**config.mk**
```make
export PLATFORM = sky130hd
export DESIGN_NAME = seven_seg_capture
export DESIGN_NICKNAME = d
export VERILOG_FILES = /design/src/rtl/seven_seg_capture.sv
export SDC_FILE = /design/constraint.sdc
export NUM_CORES = 1
export LEC_CHECK = 0
export CAP_MARGIN = 20
export CORE_MARGIN = 2
export CORE_UTILIZATION = 60
export CTS_CLUSTER_DIAMETER = 120
export CTS_CLUSTER_SIZE = 20
export DETAILED_ROUTE_END_ITERATION = 10
export HOLD_SLACK_MARGIN = 0.06
export PLACE_DENSITY = 0.8
export SYNTH_ARGS = -nofsm -noshare
export SYNTH_HDL_FRONTEND = slang
export SYNTH_SLANG_ARGS = --single-unit
export TNS_END_PERCENT = 5
```
**constraint.sdc**
```tcl
create_clock -name clk -period 6.05 [get_ports clk]
set_input_delay 1.21 -clock clk [delete_from_list [all_inputs] [get_ports clk]]
set_output_delay 1.21 -clock clk [all_outputs]
set_load 0.01 [all_outputs]
```
**src/rtl/seven_seg_capture.sv**
```systemverilog
// seven_seg_capture: receive side of a scanned 4-digit seven-segment display.
// Synchronises segment and digit-select lines, debounces each digit dwell,
// decodes the pattern to BCD, and emits each complete frame as a binary number.
// Optional watchdog: define SEVSEG_STALE_EN to build the stale-frame detector.
module seven_seg_capture #(
    parameter int unsigned STABLE_CYCLES  = 4,
    parameter bit          SEG_ACTIVE_LOW = 1'b0,
    parameter bit          CS_ACTIVE_LOW  = 1'b0,
    parameter int unsigned STALE_CYCLES   = 1000000
) (
    input  logic        clk,
    input  logic        rst,
    input  logic        A,
    input  logic        B,
    input  logic        C,
    input  logic        D,
    input  logic        E,
    input  logic        F,
    input  logic        G,
    input  logic        CS1,
    input  logic        CS2,
    input  logic        CS3,
    input  logic        CS4,
    output logic [13:0] value,
    output logic        valid,
    output logic        err,
    output logic        stale
);

    localparam logic [7:0] STABLE_MAX = 8'(STABLE_CYCLES);

    logic [10:0] raw, sync1, sync2, prev_sample;
    logic [6:0]  seg;
    logic [3:0]  cs;
    logic [7:0]  stable_cnt;
    logic        same, onehot, capture;
    logic [3:0]  dec_digit;
    logic        dec_bad;
    logic [1:0]  slot;
    logic [3:0]  digit [4];
    logic [3:0]  snap  [4];
    logic [3:0]  flags, bad;
    logic        frame_full, emit_good, emit_bad;
    logic [13:0] weighted;

    assign raw = {A, B, C, D, E, F, G, CS4, CS3, CS2, CS1};

    // Two-flop synchroniser on all eleven display lines
    always_ff @(posedge clk or posedge rst) begin
        if (rst) begin
            sync1 <= '0;
            sync2 <= '0;
        end else begin
            sync1 <= raw;
            sync2 <= sync1;
        end
    end

    assign seg    = sync2[10:4] ^ {7{SEG_ACTIVE_LOW}};
    assign cs     = sync2[3:0]  ^ {4{CS_ACTIVE_LOW}};
    assign same   = ({cs, seg} == prev_sample);
    assign onehot = (cs != '0) && ((cs & (cs - 4'd1)) == '0);
    // Saturation at STABLE_MAX makes this fire once per stable dwell
    assign capture = same && onehot && (stable_cnt == STABLE_MAX - 8'd1);

    // Stability counter: run while the one-hot sample holds, restart otherwise
    always_ff @(posedge clk or posedge rst) begin
        if (rst) begin
            prev_sample <= '0;
            stable_cnt  <= '0;
        end else begin
            prev_sample <= {cs, seg};
            if (same && onehot) begin
                if (stable_cnt != STABLE_MAX)
                    stable_cnt <= stable_cnt + 8'd1;
            end else begin
                stable_cnt <= '0;
            end
        end
    end

    // Segment pattern (a..g) to BCD, including common alternate glyphs
    always_comb begin
        dec_digit = 4'd0;
        dec_bad   = 1'b0;
        case (seg)
            7'b1111110, 7'b0000000:             dec_digit = 4'd0;
            7'b0110000:                         dec_digit = 4'd1;
            7'b1101101:                         dec_digit = 4'd2;
            7'b1111001:                         dec_digit = 4'd3;
            7'b0110011:                         dec_digit = 4'd4;
            7'b1011011:                         dec_digit = 4'd5;
            7'b1011111, 7'b0011111:             dec_digit = 4'd6;
            7'b1110000, 7'b1110010:             dec_digit = 4'd7;
            7'b1111111:                         dec_digit = 4'd8;
            7'b1111011, 7'b1110011:             dec_digit = 4'd9;
            default:                            dec_bad   = 1'b1;
        endcase
    end

    // Digit position from the one-hot select
    always_comb begin
        slot = 2'd0;
        case (cs)
            4'b0010: slot = 2'd1;
            4'b0100: slot = 2'd2;
            4'b1000: slot = 2'd3;
            default: slot = 2'd0;
        endcase
    end

    assign frame_full = &flags;

    // Frame store; a capture in the emit cycle lands in the freshly cleared frame
    always_ff @(posedge clk or posedge rst) begin
        if (rst) begin
            flags <= '0;
            bad   <= '0;
            for (int unsigned i = 0; i < 4; i++) digit[i] <= '0;
        end else begin
            if (frame_full) begin
                flags <= '0;
                bad   <= '0;
            end
            if (capture) begin
                digit[slot] <= dec_digit;
                flags[slot] <= 1'b1;
                bad[slot]   <= dec_bad;
            end
        end
    end

    // Emission stage: snapshot the completed frame and classify it
    always_ff @(posedge clk or posedge rst) begin
        if (rst) begin
            emit_good <= 1'b0;
            emit_bad  <= 1'b0;
            for (int unsigned i = 0; i < 4; i++) snap[i] <= '0;
        end else begin
            emit_good <= frame_full && !(|bad);
            emit_bad  <= frame_full && (|bad);
            if (frame_full)
                for (int unsigned i = 0; i < 4; i++) snap[i] <= digit[i];
        end
    end

    // BCD frame to binary
    always_comb begin
        weighted = 14'(snap[3]) * 14'd1000 + 14'(snap[2]) * 14'd100
                 + 14'(snap[1]) * 14'd10   + 14'(snap[0]);
    end

    // Output stage: value updates only on good frames
    always_ff @(posedge clk or posedge rst) begin
        if (rst) begin
            value <= '0;
            valid <= 1'b0;
            err   <= 1'b0;
        end else begin
            valid <= emit_good;
            err   <= emit_bad;
            if (emit_good)
                value <= weighted;
        end
    end

`ifdef SEVSEG_STALE_EN
    localparam int unsigned         STALE_W   = $clog2(STALE_CYCLES + 1);
    localparam logic [STALE_W-1:0]  STALE_MAX = STALE_W'(STALE_CYCLES);

    logic [STALE_W-1:0] stale_cnt;

    // Watchdog: count since last valid; stale latches at the period, clears after valid
    always_ff @(posedge clk or posedge rst) begin
        if (rst) begin
            stale_cnt <= '0;
            stale     <= 1'b0;
        end else if (valid) begin
            stale_cnt <= '0;
            stale     <= 1'b0;
        end else begin
            if (stale_cnt != STALE_MAX)
                stale_cnt <= stale_cnt + 1'b1;
            if (stale_cnt == STALE_MAX - 1'b1)
                stale <= 1'b1;
        end
    end
`else
    // Watchdog not built; the period stays referenced so both builds share one parameter list
    assign stale = (STALE_CYCLES == 0) & 1'b0;
`endif

endmodule

```
==> qor.csv <==
stage,metric,value,unit
outcome,status,finished clean,
global_routing,largest net degree at the start of global routing,63,
worst_setup_path,critical path class,flop to flop,
sta,Setup TNS,0,ps
logic_synthesis,Post-Synthesis Cells,447,
power,PD cells,191,nW/um2
cells_and_area,Final nets,559,
clocking,PostCTS Resize Cnt,0,
logic_synthesis,Yosys top cell area share,45.3,%
flow_run,Max Cap Violations,0,
clocking,cts bufs inserted,9,
cells_and_area,Fill cells,613,
worst_setup_path,crit path launch type,flop,
floorplanning,die boundary width,99.5,um
global_routing,GRT Residual Overflow,0,
global_routing,GRT Util Overall,20.5,%
logic_synthesis,"Avg Cell Area, Syn",12.2,um2
placed_design,dpl hpwl,6750,um
sta,Tmin final,4930,ps
worst_setup_path,reg2reg setup slack,1120,ps
clocking,Clock Sinks,99,
clocking,CTS tree,done,
worst_setup_path,WP data required,6310,ps
power,Logic pwr share,3.9,%
global_routing,vias in the first global route,3404,
logic_synthesis,Most used DFF post-synth,dfrtp_1,
floorplanning,die height,99.5,um
placed_design,number of port buffers,28,
drt,Routed Wire Length,9300,um
floorplanning,Rows,34,
clocking,post-CTS setup buffers,0,
clocking,CTS H-tree depth,3,
worst_setup_path,crit path max fanout,6,
drt,remaining antenna violation count after routing,0,
clocking,Clock Tree Root,clkbuf_8,
logic_synthesis,syn nets,529,
sta,final hold violations,0,
floorplanning,core area,8760,um2
logic_synthesis,Ys Warns,0,
drt,initial drt markers,133,
logic_synthesis,share of flip-flops with an asynchronous set or reset,100,%
drt,Pre-antenna DRT Iters,4,
worst_hold_path,Hold Crit Class,flop to flop,
global_routing,initial antenna violation count,0,
sta,Finish-stage setup viols,0,
drt,via count,3353,
drt,vias per cell,5.68,
worst_setup_path,Critical Path End Type,flop,
sta,worst slew pin tran,1120,ps
placed_design,Placer Congestion,0.799,
sta,RSZ-0062 raised after global routing,false,
sta,max_slew headroom,24.6,%
clocking,Max clock buf depth,2,
placed_design,Post-Place Cell Area,5850,um2
logic_synthesis,Post-Syn Area,5470,um2
power,VDD IR max,248,uV
logic_synthesis,Synth cell types,59,
logic_synthesis,ranking of synthesized cells by area,"dfrtp_1 (45%), ha_1 (12%), mux2_2 (7.6%), fa_1 (6.2%), xnor2_1 (3.2%)",
power,Flop pwr share,59.4,%
power,Net Sw Frac,25.9,%
power,cell-internal power,0.855,mW
sta,Final Skew,17.5,ps
cells_and_area,design area,6050,um2
drt,DRC errors left,0,
power,leakage,3.13,nW
cells_and_area,Inserted Diodes,0,
power,part of the power in the clock network,36.6,%
logic_synthesis,Post-synth EDFFs,0,
logic_synthesis,sequential fraction of the synthesis area,45.3,%
global_routing,first-pass GRT wire length,16100,um
sta,max-slew violations,0,
floorplanning,Initial Utilization,62.4,%
worst_setup_path,crit path from,snap[1],
worst_setup_path,reg2reg start,snap[1],
worst_setup_path,FF-to-FF path depth,17,
clocking,Clock Latency Late Sink,370,ps
logic_synthesis,synthesis-stage register bit count,99,
sta,maximum clock frequency,203,MHz
cells_and_area,layout cells sized above 1,15.8,%
floorplanning,IO Count,30,
cells_and_area,area delta synth->final,10.6,%
sta,fin crit share,81.5,%
worst_setup_path,reg-to-reg endpoint,value[13],
clocking,clock slew seen by the registers of the worst setup and hold paths,100,ps
power,Sw Pwr,0.299,mW
worst_setup_path,crit path capture,value[13],
clocking,# hold bufs at CTS,0,
worst_setup_path,"Arr. time, crit path",5190,ps
drt,Routed wire per std cell,15.8,um
floorplanning,area of the die,9900,um2
logic_synthesis,Synth area leader,dfrtp_1,
==> cell type report <==
| type | instances | area [um2] | area share [%] |
|---|---|---|---|
| clock buffers | 9 | 124 | 2.05 |
| clock inverters | 7 | 80.1 | 1.32 |
| inverters | 38 | 145 | 2.40 |
| multi-input cells | 299 | 2800 | 46.2 |
| flip-flops and latches | 99 | 2480 | 40.9 |
| well taps | 108 | 135 | 2.23 |
| repair buffers | 30 | 295 | 4.88 |
==> synth_stat cells, types with 2 or more instances <==
master	count
mux2i_1	6
mux2_1	4
nand4_1	3
nor2b_1	6
xor2_1	11
and3_1	2
mux2_4	4
fa_1	17
and3_2	2
buf_2	2
nand2_1	25
a31oi_1	2
o211ai_1	3
nand2_4	2
nor4_1	4
o221ai_1	2
nor4_4	3
nor2_1	19
nand3b_1	3
a21o_1	5
or4_1	2
o21a_1	2
nand3_1	8
ha_1	52
dfrtp_1	99
nand2b_1	4
a21oi_1	11
mux2_2	37
inv_1	38
clkbuf_1	6
o21ai_0	11
xnor2_1	20
o22ai_1	2
nor3_1	5
==> per-layer routing <==
| layer | vias to the layer above | GRT usage [%] | wire (um) |
|---|---|---|---|
| met5 | - | 0 | 0 |
| met4 | 0 | 7.06 | 166 |
| met3 | 12 | 3.23 | 233 |
| met2 | 56 | 33.3 | 4630 |
| met1 | 1680 | 28.5 | 4270 |
| li1 | 1605 | - | - |
==> cell usage in the layout (no fill, tap or decap), types with 3 or more instances in the layout <==
master,n
nand2_1,25
nand3b_1,3
nor2_1,19
inv_1,37
o21ai_0,11
mux2_2,37
nor4_4,3
xor2_1,11
clkdlybuf4s50_1,28
dfrtp_1,99
clkbuf_8,9
nand2b_1,4
mux2_1,4
a21o_1,5
ha_1,52
nor2b_1,6
xnor2_1,20
nor4_1,4
nand4_1,3
nand3_1,8
a21oi_1,11
o211ai_1,3
mux2_4,4
nor3_1,5
mux2i_1,6
fa_1,17
==> worst min path at each step <==
stage,startpoint,end,cells past startpoint
3_3_place_gp,sync1[6],sync2[6],0
5_1_grt,emit_bad,err,0
2_1_floorplan,emit_bad,err,0
6_report,emit_bad,err,0
3_5_place_dp,emit_bad,err,0
4_1_cts,emit_bad,err,0
==> critical path, stage by stage (launching register included) <==
cell and delay [ps]:
dfrtp_1 470, fa_1 650, inv_1 110, fa_1 520, inv_1 50, ha_1 340
nor2b_1 140, o21ai_0 200, nand2_1 100, xnor2_1 130, ha_1 290, ha_1 290
ha_1 340, a2111o_1 370, o21ai_0 270, o21ai_0 170, xnor2_1 140, mux2_2 260
==> cells by family (layout without fill, tap and decap cells) <==
kind of cell	Yosys count	count (layout)	share of synthesized area, %
xor+xnor	32	32	5.26
simple gates	94	94	10.2
other cells	1	1	0.0686
flops	99	99	45.3
fa+ha+maj	69	69	18.1
buf+inv	49	84	3.61
mux	51	51	10.6
compound gates	52	52	6.77
==> sequential cells by signal, indices dropped and copies added (netlist names) <==
register / flops
digit: 16
snap: 16
value: 14
prev_sample: 11
sync1: 11
sync2: 11
stable_cnt: 8
bad: 4
flags: 4
emit_bad: 1
emit_good: 1
err: 1
valid: 1
==> through the flow <==
| stage | util (%) | hold WS (ps) | cells | setup WS (ps) | power, mW |
|---|---|---|---|---|---|
| floorplan | - | 331 | 447 | 1410 | 0.729 |
| global placement | 66.7 | 331 | 574 | 1250 | 0.742 |
| detailed placement | 66.7 | 337 | 574 | 1090 | 0.745 |
| CTS | 69.1 | 360 | 590 | 1090 | 1.16 |
| global route | 69.1 | 363 | 590 | 726 | 1.20 |
| finish | 69.1 | 357 | 590 | 1120 | 1.15 |
==> power groups by stage <==
| stage | Combinational (mW) | Clock [mW] | Sequential [mW] |
|---|---|---|---|
| finish | 0.0455 | 0.423 | 0.686 |
| detailed placement | 0.0462 | 0 | 0.699 |
| floorplan | 0.0369 | 0 | 0.692 |
| CTS | 0.0466 | 0.433 | 0.686 |
| global placement | 0.0445 | 0 | 0.697 |
| global route | 0.0521 | 0.460 | 0.688 |
(Power assumes the default switching activity.)
